`src/rtl/pio_ram_link_if.sv`:
```
// Request/response bus between the renderer memory client and pio_ram_link.
//   master : memory client side (drives req_*, receives resp_*/timeout)
//   slave  : pio_ram_link side
//   req_valid/req_ready  request handshake, req_we 1=write, req_addr, req_wdata
//   resp_valid           one-cycle pulse when resp_data is updated
//   resp_data            last read word, held until the next response
//   timeout              one-cycle pulse when a read aborted without response
interface pio_ram_link_if #(
  parameter int unsigned ADDR_BITS = 16,
  parameter int unsigned DATA_BITS = 16
) ();

  logic                 req_valid;
  logic                 req_ready;
  logic                 req_we;
  logic [ADDR_BITS-1:0] req_addr;
  logic [DATA_BITS-1:0] req_wdata;
  logic                 resp_valid;
  logic [DATA_BITS-1:0] resp_data;
  logic                 timeout;

  modport master (
    output req_valid, req_we, req_addr, req_wdata,
    input  req_ready, resp_valid, resp_data, timeout
  );

  modport slave (
    input  req_valid, req_we, req_addr, req_wdata,
    output req_ready, resp_valid, resp_data, timeout
  );

endinterface

```
`src/rtl/pio_ram_link.sv`:
```
// Serial link master to the PIO RAM emulator: serialises read/write requests
// into 2-bit symbols on tx_pins and deserialises read responses from rx_pins.
//   clk, rst_n  clock and synchronous active-low reset
//   bus         request/response bus (slave side)
//   tx_pins     registered symbol stream to the emulator (00 when idle)
//   rx_pins     symbol stream from the emulator, registered upstream
module pio_ram_link #(
  parameter int unsigned ADDR_BITS = 16,
  parameter int unsigned DATA_BITS = 16,
  parameter int unsigned TIMEOUT   = 255
) (
  input  logic        clk,
  input  logic        rst_n,
  pio_ram_link_if.slave bus,
  output logic [1:0]  tx_pins,
  input  logic [1:0]  rx_pins
);

  localparam int unsigned A_SYMS  = ADDR_BITS / 2;
  localparam int unsigned D_SYMS  = DATA_BITS / 2;
  localparam int unsigned CNT_MAX = (A_SYMS > D_SYMS) ? A_SYMS : D_SYMS;
  localparam int unsigned CNT_W   = $clog2(CNT_MAX + 1);
  localparam int unsigned TMO_W   = $clog2(TIMEOUT + 1);

  typedef enum logic [2:0] {
    S_IDLE, S_HDR, S_ADDR, S_WDATA, S_WAIT, S_RECV, S_DONE
  } state_t;

  state_t               state;
  logic                 we_q;
  logic [ADDR_BITS-1:0] addr_sh;
  logic [DATA_BITS-1:0] wdata_sh;
  logic [DATA_BITS-1:0] rx_sh;
  logic [DATA_BITS-1:0] resp_data_q;
  logic [CNT_W-1:0]     sym_cnt;
  logic [TMO_W-1:0]     wait_cnt;
  logic                 ready_q;
  logic                 resp_valid_q;
  logic                 timeout_q;
  logic [1:0]           tx_q;

  assign bus.req_ready  = ready_q;
  assign bus.resp_valid = resp_valid_q;
  assign bus.resp_data  = resp_data_q;
  assign bus.timeout    = timeout_q;
  assign tx_pins        = tx_q;

  // Link FSM; tx_q is loaded one edge ahead so each symbol is visible for the
  // whole cycle spent in the state that owns it. S_DONE is the common exit
  // cycle in which either resp_valid or timeout is visible.
  always_ff @(posedge clk) begin
    if (!rst_n) begin
      state        <= S_IDLE;
      we_q         <= 1'b0;
      addr_sh      <= '0;
      wdata_sh     <= '0;
      rx_sh        <= '0;
      resp_data_q  <= '0;
      sym_cnt      <= '0;
      wait_cnt     <= '0;
      ready_q      <= 1'b1;
      resp_valid_q <= 1'b0;
      timeout_q    <= 1'b0;
      tx_q         <= 2'b00;
    end else begin
      resp_valid_q <= 1'b0;
      timeout_q    <= 1'b0;
      case (state)
        S_IDLE: begin
          if (bus.req_valid) begin
            we_q     <= bus.req_we;
            addr_sh  <= bus.req_addr;
            wdata_sh <= bus.req_wdata;
            tx_q     <= {1'b1, bus.req_we};
            ready_q  <= 1'b0;
            state    <= S_HDR;
          end
        end
        S_HDR: begin
          tx_q    <= addr_sh[ADDR_BITS-1 -: 2];
          addr_sh <= addr_sh << 2;
          sym_cnt <= CNT_W'(1);
          state   <= S_ADDR;
        end
        // sym_cnt holds the number of symbols already placed on tx_q
        S_ADDR: begin
          if (sym_cnt == CNT_W'(A_SYMS)) begin
            if (we_q) begin
              tx_q     <= wdata_sh[DATA_BITS-1 -: 2];
              wdata_sh <= wdata_sh << 2;
              sym_cnt  <= CNT_W'(1);
              state    <= S_WDATA;
            end else begin
              tx_q     <= 2'b00;
              wait_cnt <= '0;
              state    <= S_WAIT;
            end
          end else begin
            tx_q    <= addr_sh[ADDR_BITS-1 -: 2];
            addr_sh <= addr_sh << 2;
            sym_cnt <= sym_cnt + CNT_W'(1);
          end
        end
        S_WDATA: begin
          if (sym_cnt == CNT_W'(D_SYMS)) begin
            tx_q    <= 2'b00;
            ready_q <= 1'b1;
            state   <= S_IDLE;
          end else begin
            tx_q     <= wdata_sh[DATA_BITS-1 -: 2];
            wdata_sh <= wdata_sh << 2;
            sym_cnt  <= sym_cnt + CNT_W'(1);
          end
        end
        // Start symbol is checked before the limit so it wins in the last cycle
        S_WAIT: begin
          if (rx_pins[0]) begin
            sym_cnt <= '0;
            state   <= S_RECV;
          end else if (wait_cnt == TMO_W'(TIMEOUT - 1)) begin
            timeout_q <= 1'b1;
            state     <= S_DONE;
          end else begin
            wait_cnt <= wait_cnt + TMO_W'(1);
          end
        end
        S_RECV: begin
          rx_sh <= DATA_BITS'({rx_sh, rx_pins});
          if (sym_cnt == CNT_W'(D_SYMS - 1)) begin
            resp_data_q  <= DATA_BITS'({rx_sh, rx_pins});
            resp_valid_q <= 1'b1;
            state        <= S_DONE;
          end else begin
            sym_cnt <= sym_cnt + CNT_W'(1);
          end
        end
        S_DONE: begin
          ready_q <= 1'b1;
          state   <= S_IDLE;
        end
        default: begin
          tx_q    <= 2'b00;
          ready_q <= 1'b1;
          state   <= S_IDLE;
        end
      endcase
    end
  end

endmodule

```
`src/flat_wrapper.sv`:
```
// flat-port wrapper written by rule: the top's interface ports become plain ports
module pio_ram_link_flat 
#(
  parameter int unsigned ADDR_BITS = 16,
  parameter int unsigned DATA_BITS = 16,
  parameter int unsigned TIMEOUT   = 255
)
  (clk, rst_n, tx_pins, rx_pins, bus_req_valid, bus_req_we, bus_req_addr, bus_req_wdata, bus_req_ready, bus_resp_valid, bus_resp_data, bus_timeout);
  pio_ram_link_if #(.ADDR_BITS(ADDR_BITS), .DATA_BITS(DATA_BITS)) bus_i ();
  input  logic clk;
  input  logic rst_n;
  output logic [1:0] tx_pins;
  input  logic [1:0] rx_pins;
  input wire logic [$bits(bus_i.req_valid)-1:0] bus_req_valid;
  input wire logic [$bits(bus_i.req_we)-1:0] bus_req_we;
  input wire logic [$bits(bus_i.req_addr)-1:0] bus_req_addr;
  input wire logic [$bits(bus_i.req_wdata)-1:0] bus_req_wdata;
  output wire logic [$bits(bus_i.req_ready)-1:0] bus_req_ready;
  output wire logic [$bits(bus_i.resp_valid)-1:0] bus_resp_valid;
  output wire logic [$bits(bus_i.resp_data)-1:0] bus_resp_data;
  output wire logic [$bits(bus_i.timeout)-1:0] bus_timeout;
  assign bus_i.req_valid = bus_req_valid;
  assign bus_i.req_we = bus_req_we;
  assign bus_i.req_addr = bus_req_addr;
  assign bus_i.req_wdata = bus_req_wdata;
  assign bus_req_ready = bus_i.req_ready;
  assign bus_resp_valid = bus_i.resp_valid;
  assign bus_resp_data = bus_i.resp_data;
  assign bus_timeout = bus_i.timeout;
  pio_ram_link #(.ADDR_BITS(ADDR_BITS), .DATA_BITS(DATA_BITS), .TIMEOUT(TIMEOUT)) u_core (.clk(clk), .rst_n(rst_n), .bus(bus_i), .tx_pins(tx_pins), .rx_pins(rx_pins));
endmodule
```
`config.mk`:
```
export PLATFORM = sky130hd
export DESIGN_NAME = pio_ram_link_flat
export DESIGN_NICKNAME = d
export VERILOG_FILES = /design/src/rtl/pio_ram_link_if.sv /design/src/rtl/pio_ram_link.sv /design/src/flat_wrapper.sv
export SDC_FILE = /design/constraint.sdc
export NUM_CORES = 1
export LEC_CHECK = 0
export BUFFER_PORTS_ARGS = -buffer_cell sky130_fd_sc_hd__buf_4
export CAP_MARGIN = 15
export CORE_ASPECT_RATIO = 0.75
export CORE_MARGIN = 5
export CORE_UTILIZATION = 50
export DETAILED_ROUTE_END_ITERATION = 16
export GPL_TIMING_DRIVEN = 0
export HOLD_SLACK_MARGIN = 0.05
export PLACE_DENSITY = 0.79
export REMOVE_ABC_BUFFERS = 1
export SYNTH_ARGS = -nofsm -noshare
export SYNTH_HDL_FRONTEND = slang
export SYNTH_SLANG_ARGS = --single-unit
export TNS_END_PERCENT = 30
```
`constraint.sdc`:
```
create_clock -name clk -period 2.3 [get_ports clk]
set_input_delay 0.23 -clock clk [delete_from_list [all_inputs] [get_ports clk]]
set_output_delay 0.23 -clock clk [all_outputs]
set_load 0.005 [all_outputs]
```
==> flow_metrics.py, run 1 <==
metrics = {
    "outcome": {
        "outcome": "finished clean",
    },
    "die": {
        "ios": 59,
        "die_area_sq_um": 9870,
        "start_util_pct": 51.0,
        "num_rows": 28,
        "die_h_um": 87.3,
        "die_x_um": 113,
        "fp.coreArea_sq_um": 7810,
    },
    "clock_tree": {
        "clk-insertion-delay-late_ns": 0.35,
        "clockBufferDepth": 2,
        "numCtsBuffers": 9,
        "cts_tree": "done",
        "cts.sinks": 83,
        "htreeDepth": 3,
        "hold_buffers": 0,
        "ctsRootBufferMaster": "clkbuf_8",
        "path_clk_slew_ns": 0.09,
    },
    "final_layout": {
        "fin_util_pct": 58.9,
        "final_cells": 609,
        "fin_nets": 541,
        "syn_to_final_growth_pct": 15.6,
        "antenna_cells": 0,
        "drive_gt1_share_pct": 22.2,
    },
    "min_path": {
        "hold_path.class": "input pin to register",
        "min_to": "u_core.bus.resp_data[1]",
        "hp-start": "rx_pins[1]",
        "hold_depth": 3,
    },
    "setup_path": {
        "crit_chain": "nor2b_1 -> nand2_1 -> o221ai_1 -> mux2_2",
        "cp.buffers_inverters": 0,
        "reg2regPathDepth": 4,
        "cp.required_ns": 2.54,
        "arrival_ns": 2.41,
        "crit_fanout": 27,
        "r2r_slack_ns": 0.13,
        "crit_type": "register to register",
        "worst_setup_path_start_kind": "register",
        "worst_path_largest_cell_delay_ns": 0.54,
        "r2r-start": "u_core.state[2]",
        "cp-end-kind": "register",
        "crit_family": "simple AND/OR/NAND/NOR gates",
        "reg2reg_to": "u_core.state[1]",
        "crit_slowest_cell": "dfxtp_4",
    },
    "grt": {
        "antenna_found_initial": 0,
        "grt_usage_pct": 18.0,
        "grt_pass1_vias": 3210,
        "grt_pass1_wl_mm": 14.7,
        "grt-ovfl-total": 0,
        "grt_max_degree": 64,
    },
    "power": {
        "netSwitchingFraction_pct": 33.5,
        "intPower_uw": 2900,
        "cellLeakagePower_uw": 0.00172,
        "ir_worst_vdd_v": 0.000565,
        "switchingPower_uw": 1470,
        "combPwrFrac_pct": 31.6,
        "powerDensity_nw_per_um2": 950,
        "clkPwrFrac_pct": 24.2,
        "power_frac_seq_pct": 44.2,
    },
    "routing": {
        "dr.pass1.iters": 5,
        "dr_total_vias": 3466,
        "ant_nets": 0,
        "drt-vias-per-instance": 5.69,
        "drt-initial-drc-count": 267,
        "finalWirelength_mm": 8.73,
        "drc": 0,
        "wl_per_cell_um": 14.3,
    },
    "synthesis": {
        "yosysMostFrequentCell": "nand2_1",
        "synth_top_area_cell": "dfxtp_1",
        "synth_cells": 467,
        "seq_area_frac_synth_pct": 41.7,
        "synth_edf_count": 0,
        "syn_area_per_cell_sq_um": 8.53,
        "synth-seq-cells": 83,
        "synth_top_cell_area_share_pct": 41.7,
        "async_flop_share_pct": 0,
        "synthTopCellsByCount": "nand2_1 (103), dfxtp_1 (83), a21oi_1 (44)",
        "ys.flop_type": "dfxtp_1",
        "yosys_warnings": 0,
        "syn-cell-area_sq_um": 3980,
        "ys_top_cells_by_area": "dfxtp_1 (42%), nand2_1 (9.7%), a21oi_1 (5.5%)",
        "yosysUniqueCellTypes": 56,
    },
    "timing": {
        "fin_crit_ns": 2.17,
        "finalCritPeriodShare_pct": 94.4,
        "whs_ns": 0.128,
        "setup_violations": 0,
        "relSlewSlack_pct": 30.7,
        "rsz0062_at_grt": "no",
        "final_hold_viol_count": 0,
        "timing.setup.tns_ns": 0,
        "drv_slew": 0,
        "worst-slew-pin-transition_ns": 1.04,
        "fmax_ghz": 0.461,
        "setup_slack_ns": 0.129,
        "fin_skew_ns": 0.00549,
    },
    "place": {
        "dp_hpwl_mm": 5.74,
        "globalplace.congestion": 0.828,
        "dp_slack_ns": -0.342,
        "dpl.cell_count": 591,
        "port_buffers": 58,
    },
    "run": {
        "drv_cap": 0,
    },
}
-- how the worst max path moves through the flow --
stage / from / end / slack, ns / cells after the start
final: u_core.state[2] / u_core.state[1] / 0.13 / 4
after floorplan: u_core.state[2] / u_core.state[1] / -0.13 / 4
after detailed placement: u_core.state[0] / u_core.bus.resp_data[3] / -0.34 / 4
after global routing: u_core.state[2] / u_core.state[1] / 0.04 / 4
after global placement: u_core.state[2] / u_core.state[1] / -0.72 / 4
after CTS: u_core.state[2] / u_core.state[1] / 0.009 / 4
-- area by class of cell --
class | instances | area (sq um)
multi-input cells | 335 | 2100
well taps | 105 | 131
inverters | 9 | 33.8
fillers | 695 | 3210
flip-flops and latches | 83 | 1670
clock inverters | 7 | 77.6
repair buffers | 61 | 469
clock buffers | 9 | 124
-- metal layers --
| layer | share of wire (%) | vias up | global-route usage (%) |
|---|---|---|---|
| met4 | 0.63 | 0 | 5.24 |
| met1 | 46 | 1620 | 22.9 |
| met2 | 47 | 91 | 29.8 |
| met3 | 5.8 | 4 | 5.28 |
| li1 | - | 1751 | - |
| met5 | 0 | - | 0 |
-- worst min-delay path, delay by kind of cell --
family | cells | cell delay [ns]
AOI/OAI and AO/OA | 1 | 0.05
buffers and inverters | 1 | 0.11
and+or+nand+nor | 1 | 0.04
-- cells by family after synthesis --
group | share of synthesized area, %
buf+inv | 5.81
xor+xnor | 0.409
mux | 5.06
simple gates | 22.6
fa+ha+maj | 1.26
compound gates | 23.1
flops | 41.7
-- cell usage in the layout (no fill, tap or decap), drive strengths merged, types with 3 or more instances in the layout --
master	instances
buf	61
nand2b	9
clkbuf	9
and2	3
inv	10
clkinvlp	4
nand3	11
and3	3
ha	4
nor2b	4
nor4b	3
a211oi	4
o21ai	12
o311a	15
nand2	103
dfxtp	83
nor3	19
a21oi	45
and3b	3
mux2	15
nor2	12
o31ai	3
o21bai	14
a311oi	17
-- timing repair --
item,in CTS,in global routing
gates resized for setup,5,3
setup buffers,1,1
setup endpoints to repair,50,29
gates cloned,0,0
-- power groups by stage --
stage / Clock (uW) / Sequential, uW / Combinational [uW]
after CTS: 1090 / 1930 / 1370
after global placement: 0 / 1940 / 1310
after detailed placement: 0 / 1960 / 1360
after floorplan: 0 / 1900 / 1060
after global routing: 1150 / 1970 / 1540
final: 1060 / 1930 / 1380
-- state kept, by name, indices dropped and copies added (netlist names) --
register               cells
u_core.bus.timeout         1
u_core.addr_sh            16
u_core.tx_pins             2
u_core.bus.resp_valid      1
u_core.state               3
u_core.bus.req_ready       1
u_core.we_q                1
u_core.wdata_sh           16
u_core.sym_cnt             4
u_core.rx_sh              14
u_core.bus.resp_data      16
u_core.wait_cnt            8
-- metrics by stage --
stage	area, sq um	power, uW
2_1_floorplan	3780	2960
3_3_place_gp	4350	3260
3_5_place_dp	4360	3320
4_1_cts	4580	4390
5_1_grt	4600	4660
6_report	4600	4370
(Power assumes the default switching activity.)
==> inputs of run 2 (changes only) <==
CORE_UTILIZATION = 40   (was 50)
CTS_BUF_LIST = sky130_fd_sc_hd__clkbuf_8 sky130_fd_sc_hd__clkbuf_16   (was default)
GPL_TIMING_DRIVEN = default   (was 0)
PLACE_DENSITY = 0.67   (was 0.79)
==> flow_metrics.py, run 2 (synthesis gave the netlist of run 1 again) <==
metrics = {
    "setup_path": {
        "cp-end-kind": "register",
        "arrival_ns": 2.31,
        "crit_type": "register to register",
        "cp.required_ns": 2.54,
        "worst_setup_path_start_kind": "register",
        "crit_fanout": 17,
        "r2r_slack_ns": 0.24,
    },
    "routing": {
        "drc": 0,
        "wl_per_cell_um": 13.9,
        "dr_total_vias": 3458,
        "dr.pass1.iters": 4,
        "drt-initial-drc-count": 215,
        "drt-vias-per-instance": 5.35,
        "ant_nets": 0,
        "finalWirelength_mm": 8.97,
    },
    "clock_tree": {
        "htreeDepth": 3,
        "cts_tree": "done",
        "cts_setup_buffers": 0,
        "ctsResizeCount": 0,
        "ctsRootBufferMaster": "clkbuf_16",
        "clk-insertion-delay-late_ns": 0.34,
        "hold_buffers": 0,
        "cts.sinks": 83,
        "clockBufferDepth": 2,
        "path_clk_slew_ns": 0.07,
        "numCtsBuffers": 9,
    },
    "grt": {
        "grt_pass1_vias": 3211,
        "grt-ovfl-total": 0,
        "grt_max_degree": 34,
        "grt_pass1_wl_mm": 15.0,
        "grt_usage_pct": 15.1,
        "antenna_found_initial": 0,
    },
    "power": {
        "cellLeakagePower_uw": 0.00182,
        "power.total_uw": 4770,
        "ir_worst_vdd_v": 0.000611,
        "powerDensity_nw_per_um2": 997,
    },
    "timing": {
        "setup_violations": 0,
        "finalCritPeriodShare_pct": 89.7,
        "final_hold_viol_count": 0,
        "whs_ns": 0.144,
        "fin_crit_ns": 2.06,
        "fin_skew_ns": 0.00710,
        "fmax_ghz": 0.485,
        "relSlewSlack_pct": 61.4,
        "rsz0062_at_grt": "no",
        "drv_slew": 0,
        "worst-slew-pin-transition_ns": 0.579,
    },
    "place": {
        "globalplace.congestion": 0.842,
        "port_buffers": 58,
        "dp_hpwl_mm": 6.04,
        "placed_cell_area_sq_um": 4490,
    },
    "final_layout": {
        "multiInputGateArea_sq_um": 2090,
        "fill_cells": 939,
        "syn_to_final_growth_pct": 20.1,
        "drive_gt1_share_pct": 22.4,
        "fin_nets": 551,
        "regArea_sq_um": 1660,
        "mostFrequentLayoutCell": "nand2_1",
        "layout_common_cells": "nand2_1 (103), dfxtp_1 (83), buf_4 (70), a21oi_1 (44), nor3_1 (18)",
        "fin_util_pct": 49.3,
        "final_area_sq_um": 4780,
        "antenna_cells": 0,
    },
    "outcome": {
        "outcome": "finished clean",
    },
    "die": {
        "die_area_sq_um": 12100,
        "die_x_um": 125,
        "die_h_um": 96.4,
        "ios": 59,
        "start_util_pct": 41.1,
        "num_rows": 31,
        "fp.coreArea_sq_um": 9700,
    },
    "min_path": {
        "hold_path.class": "input pin to register",
    },
    "run": {
        "drv_cap": 0,
    },
}
[run 2: path summary, 6_finish.rpt]
kind,from,endpoint,depth (start not counted)
setup / recovery,u_core.sym_cnt[0],u_core.wdata_sh[3],7
hold / removal,rx_pins[1],u_core.bus.resp_data[1],3
setup reg to reg,u_core.sym_cnt[0],u_core.wdata_sh[3],7
hold reg to reg,u_core.rx_sh[13],u_core.bus.resp_data[15],2
[run 2: power breakdown]
group	switching (uW)	internal [uW]
registers	153	1700
logic	770	769
clock network	605	769
[run 2: metal layers]
| metal | vias to the layer above | track usage, % | share of wire, % |
|---|---|---|---|
| met5 | - | 0 | 0 |
| met4 | 0 | 4.06 | 0.82 |
| met3 | 8 | 5.44 | 4.8 |
| met2 | 60 | 24.4 | 47 |
| met1 | 1623 | 19.3 | 47 |
| li1 | 1767 | - | - |
[run 2: through the flow]
stage | setup TNS [ns] | std cells | setup WS, ns
3_3_place_gp | 0 | 630 | 0.356
4_1_cts | 0 | 646 | 0.250
3_5_place_dp | 0 | 630 | 0.268
5_1_grt | 0 | 646 | 0.0529
2_1_floorplan | -0.375 | 427 | -0.134
6_report | 0 | 646 | 0.238
[run 2: cell type report]
type / instances / share of cell area, %
repair buffers: 71 / 11.4
flip-flops and latches: 83 / 34.7
clock inverters: 6 / 1.05
well taps: 132 / 3.45
multi-input cells: 335 / 43.7
clock buffers: 10 / 5.00
inverters: 9 / 0.706
[run 2: worst max-delay path: stages (launching register included)]
cell and delay (ns):
dfxtp_1 0.35, inv_1 0.07, ha_1 0.15, and3b_1 0.48, mux2i_4 0.32, buf_4 0.25
nor3_1 0.08, a311oi_1 0.26
==> inputs of run 3 (changes only) <==
CELL_PAD_IN_SITES_DETAIL_PLACEMENT = 1   (was default)
CELL_PAD_IN_SITES_GLOBAL_PLACEMENT = 1   (was default)
PLACE_DENSITY = 0.83   (was 0.67)
==> flow_metrics.py, run 3 (synthesis gave the netlist of run 1 again) <==
metrics = {
    "clock_tree": {
        "cts_tree": "done",
        "path_clk_slew_ns": 0.06,
        "cts_setup_buffers": 0,
        "htreeDepth": 3,
        "ctsRootBufferMaster": "clkbuf_16",
        "clockBufferDepth": 2,
        "numCtsBuffers": 9,
        "cts.sinks": 83,
        "hold_buffers": 0,
        "clk-insertion-delay-late_ns": 0.34,
    },
    "setup_path": {
        "cp-end-kind": "register",
        "arrival_ns": 2.29,
        "worst_setup_path_start_kind": "register",
        "crit_chain": "inv_1 -> ha_1 -> and3b_2 -> mux2i_4 -> buf_4 -> nor3_1 -> a311oi_1",
        "r2r-start": "u_core.sym_cnt[0]",
        "crit_end": "u_core.wdata_sh[8]",
        "crit_slowest_cell": "and3b_2",
        "reg2reg_to": "u_core.wdata_sh[8]",
        "worst_path_largest_cell_delay_ns": 0.37,
        "crit_type": "register to register",
        "cp.required_ns": 2.52,
        "cp-startpoint": "u_core.sym_cnt[0]",
        "reg2regPathDepth": 7,
        "crit_fanout": 17,
        "r2r_slack_ns": 0.23,
    },
    "place": {
        "dp_hpwl_mm": 7.16,
        "port_buffers": 58,
        "globalplace.congestion": 0.849,
    },
    "timing": {
        "whs_ns": 0.163,
        "setup_violations": 0,
        "worst-slew-pin-transition_ns": 0.601,
        "fin_crit_ns": 2.07,
        "timing.setup.tns_ns": 0,
        "fin_skew_ns": 0.00823,
        "fmax_ghz": 0.483,
        "rsz0062_at_grt": "no",
        "relSlewSlack_pct": 59.9,
        "final_hold_viol_count": 0,
        "finalCritPeriodShare_pct": 90.0,
        "drv_slew": 0,
    },
    "final_layout": {
        "antenna_cells": 0,
        "drive_gt1_share_pct": 23.2,
        "mostFrequentLayoutCell": "nand2_1",
        "layout_common_cells": "nand2_1 (103), dfxtp_1 (83), buf_4 (74), a21oi_1 (44), nor3_1 (18)",
        "syn_to_final_growth_pct": 20.9,
        "fill_cells": 1147,
        "regArea_sq_um": 1660,
        "multiInputGateArea_sq_um": 2090,
        "fin_nets": 554,
    },
    "routing": {
        "drc": 0,
        "wl_per_cell_um": 16.2,
        "dr.pass1.iters": 4,
        "drt-vias-per-instance": 5.49,
        "finalWirelength_mm": 10.5,
        "drt-initial-drc-count": 191,
        "ant_nets": 0,
        "dr_total_vias": 3563,
    },
    "run": {
        "drv_cap": 0,
    },
    "grt": {
        "grt_pass1_vias": 3582,
        "grt_usage_pct": 17.7,
        "grt_max_degree": 33,
        "antenna_found_initial": 0,
        "grt-ovfl-total": 0,
        "grt_pass1_wl_mm": 17.3,
    },
    "die": {
        "num_rows": 31,
        "die_area_sq_um": 12100,
        "ios": 59,
        "start_util_pct": 41.1,
        "die_h_um": 96.4,
        "fp.coreArea_sq_um": 9700,
        "die_x_um": 125,
    },
    "power": {
        "ir_worst_vdd_v": 0.000620,
        "cellLeakagePower_uw": 0.00184,
        "powerDensity_nw_per_um2": 1020,
    },
    "min_path": {
        "hold_path.class": "input pin to register",
    },
    "outcome": {
        "outcome": "finished clean",
    },
}
-- run 3: cell types whose count changed in the layout (fill, tap and decap cells not counted), sizes merged --
cell      change
inv           -1
bufinv        +1
clkinvlp      -1
clkinv        +1
buf           +3
-- run 3: layout make-up --
type | instances | area share [%]
clock inverter | 6 | 1.35
clock buffer | 10 | 4.97
timing repair buffer | 74 | 11.5
tap | 132 | 3.43
sequential | 83 | 34.5
inverter | 9 | 0.702
multi-input combinational | 335 | 43.5
-- run 3: repair_timing --
| action | in CTS | in global routing |
|---|---|---|
| resized for setup | 0 | 2 |
| hold endpoints to repair | 0 | 0 |
| endpoints found under the setup margin | 0 | 1 |
-- run 3: report_power, final --
group,leakage (uW),internal [uW],switching [uW]
Clock,0.000148,870,596
Sequential,0.000678,1700,194
Combinational,0.00101,757,803
-- run 3: how the worst min path moves through the flow --
stage	startpoint	end	slack, ns	cells after the start
global route	rx_pins[1]	u_core.bus.resp_data[1]	0.16	3
detailed placement	u_core.rx_sh[13]	u_core.rx_sh[13]	0.45	2
global placement	u_core.bus.resp_data[1]	u_core.bus.resp_data[1]	0.44	2
finish	rx_pins[1]	u_core.bus.resp_data[1]	0.16	3
floorplan	rst_n	u_core.bus.req_ready	0.32	1
CTS	rx_pins[1]	u_core.bus.resp_data[1]	0.15	3
-- run 3: worst max-delay path, delay by kind of cell, from the launching register on --
kind / cells / cell delay (ns)
and+or+nand+nor: 2 / 0.46
DFF: 1 / 0.36
AOI/OAI and AO/OA: 1 / 0.35
buffers and inverters: 2 / 0.33
muxes: 1 / 0.29
adders and majority gates: 1 / 0.15
-- run 3: through the flow --
step / cells / utilization [%] / power, uW / setup WS, ns / cell area, sq um
5_1_grt: 649 / 49.6 / 5210 / 0.0893 / 4810
4_1_cts: 649 / 49.6 / 4960 / 0.0118 / 4810
6_report: 649 / 49.6 / 4920 / 0.229 / 4810
3_5_place_dp: 633 / 46.5 / 3470 / 0.0931 / 4500
2_1_floorplan: 427 / - / 2960 / -0.134 / 3780
3_3_place_gp: 633 / 46.5 / 3370 / 0.326 / 4500
-- run 3: routing by layer --
metal	share of wire, %	up-vias	GRT usage [%]
li1	-	1766	-
met1	48	1731	22.2
met2	47	56	30.0
met3	3.4	10	4.67
met4	1.3	0	6.23
met5	0	-	0
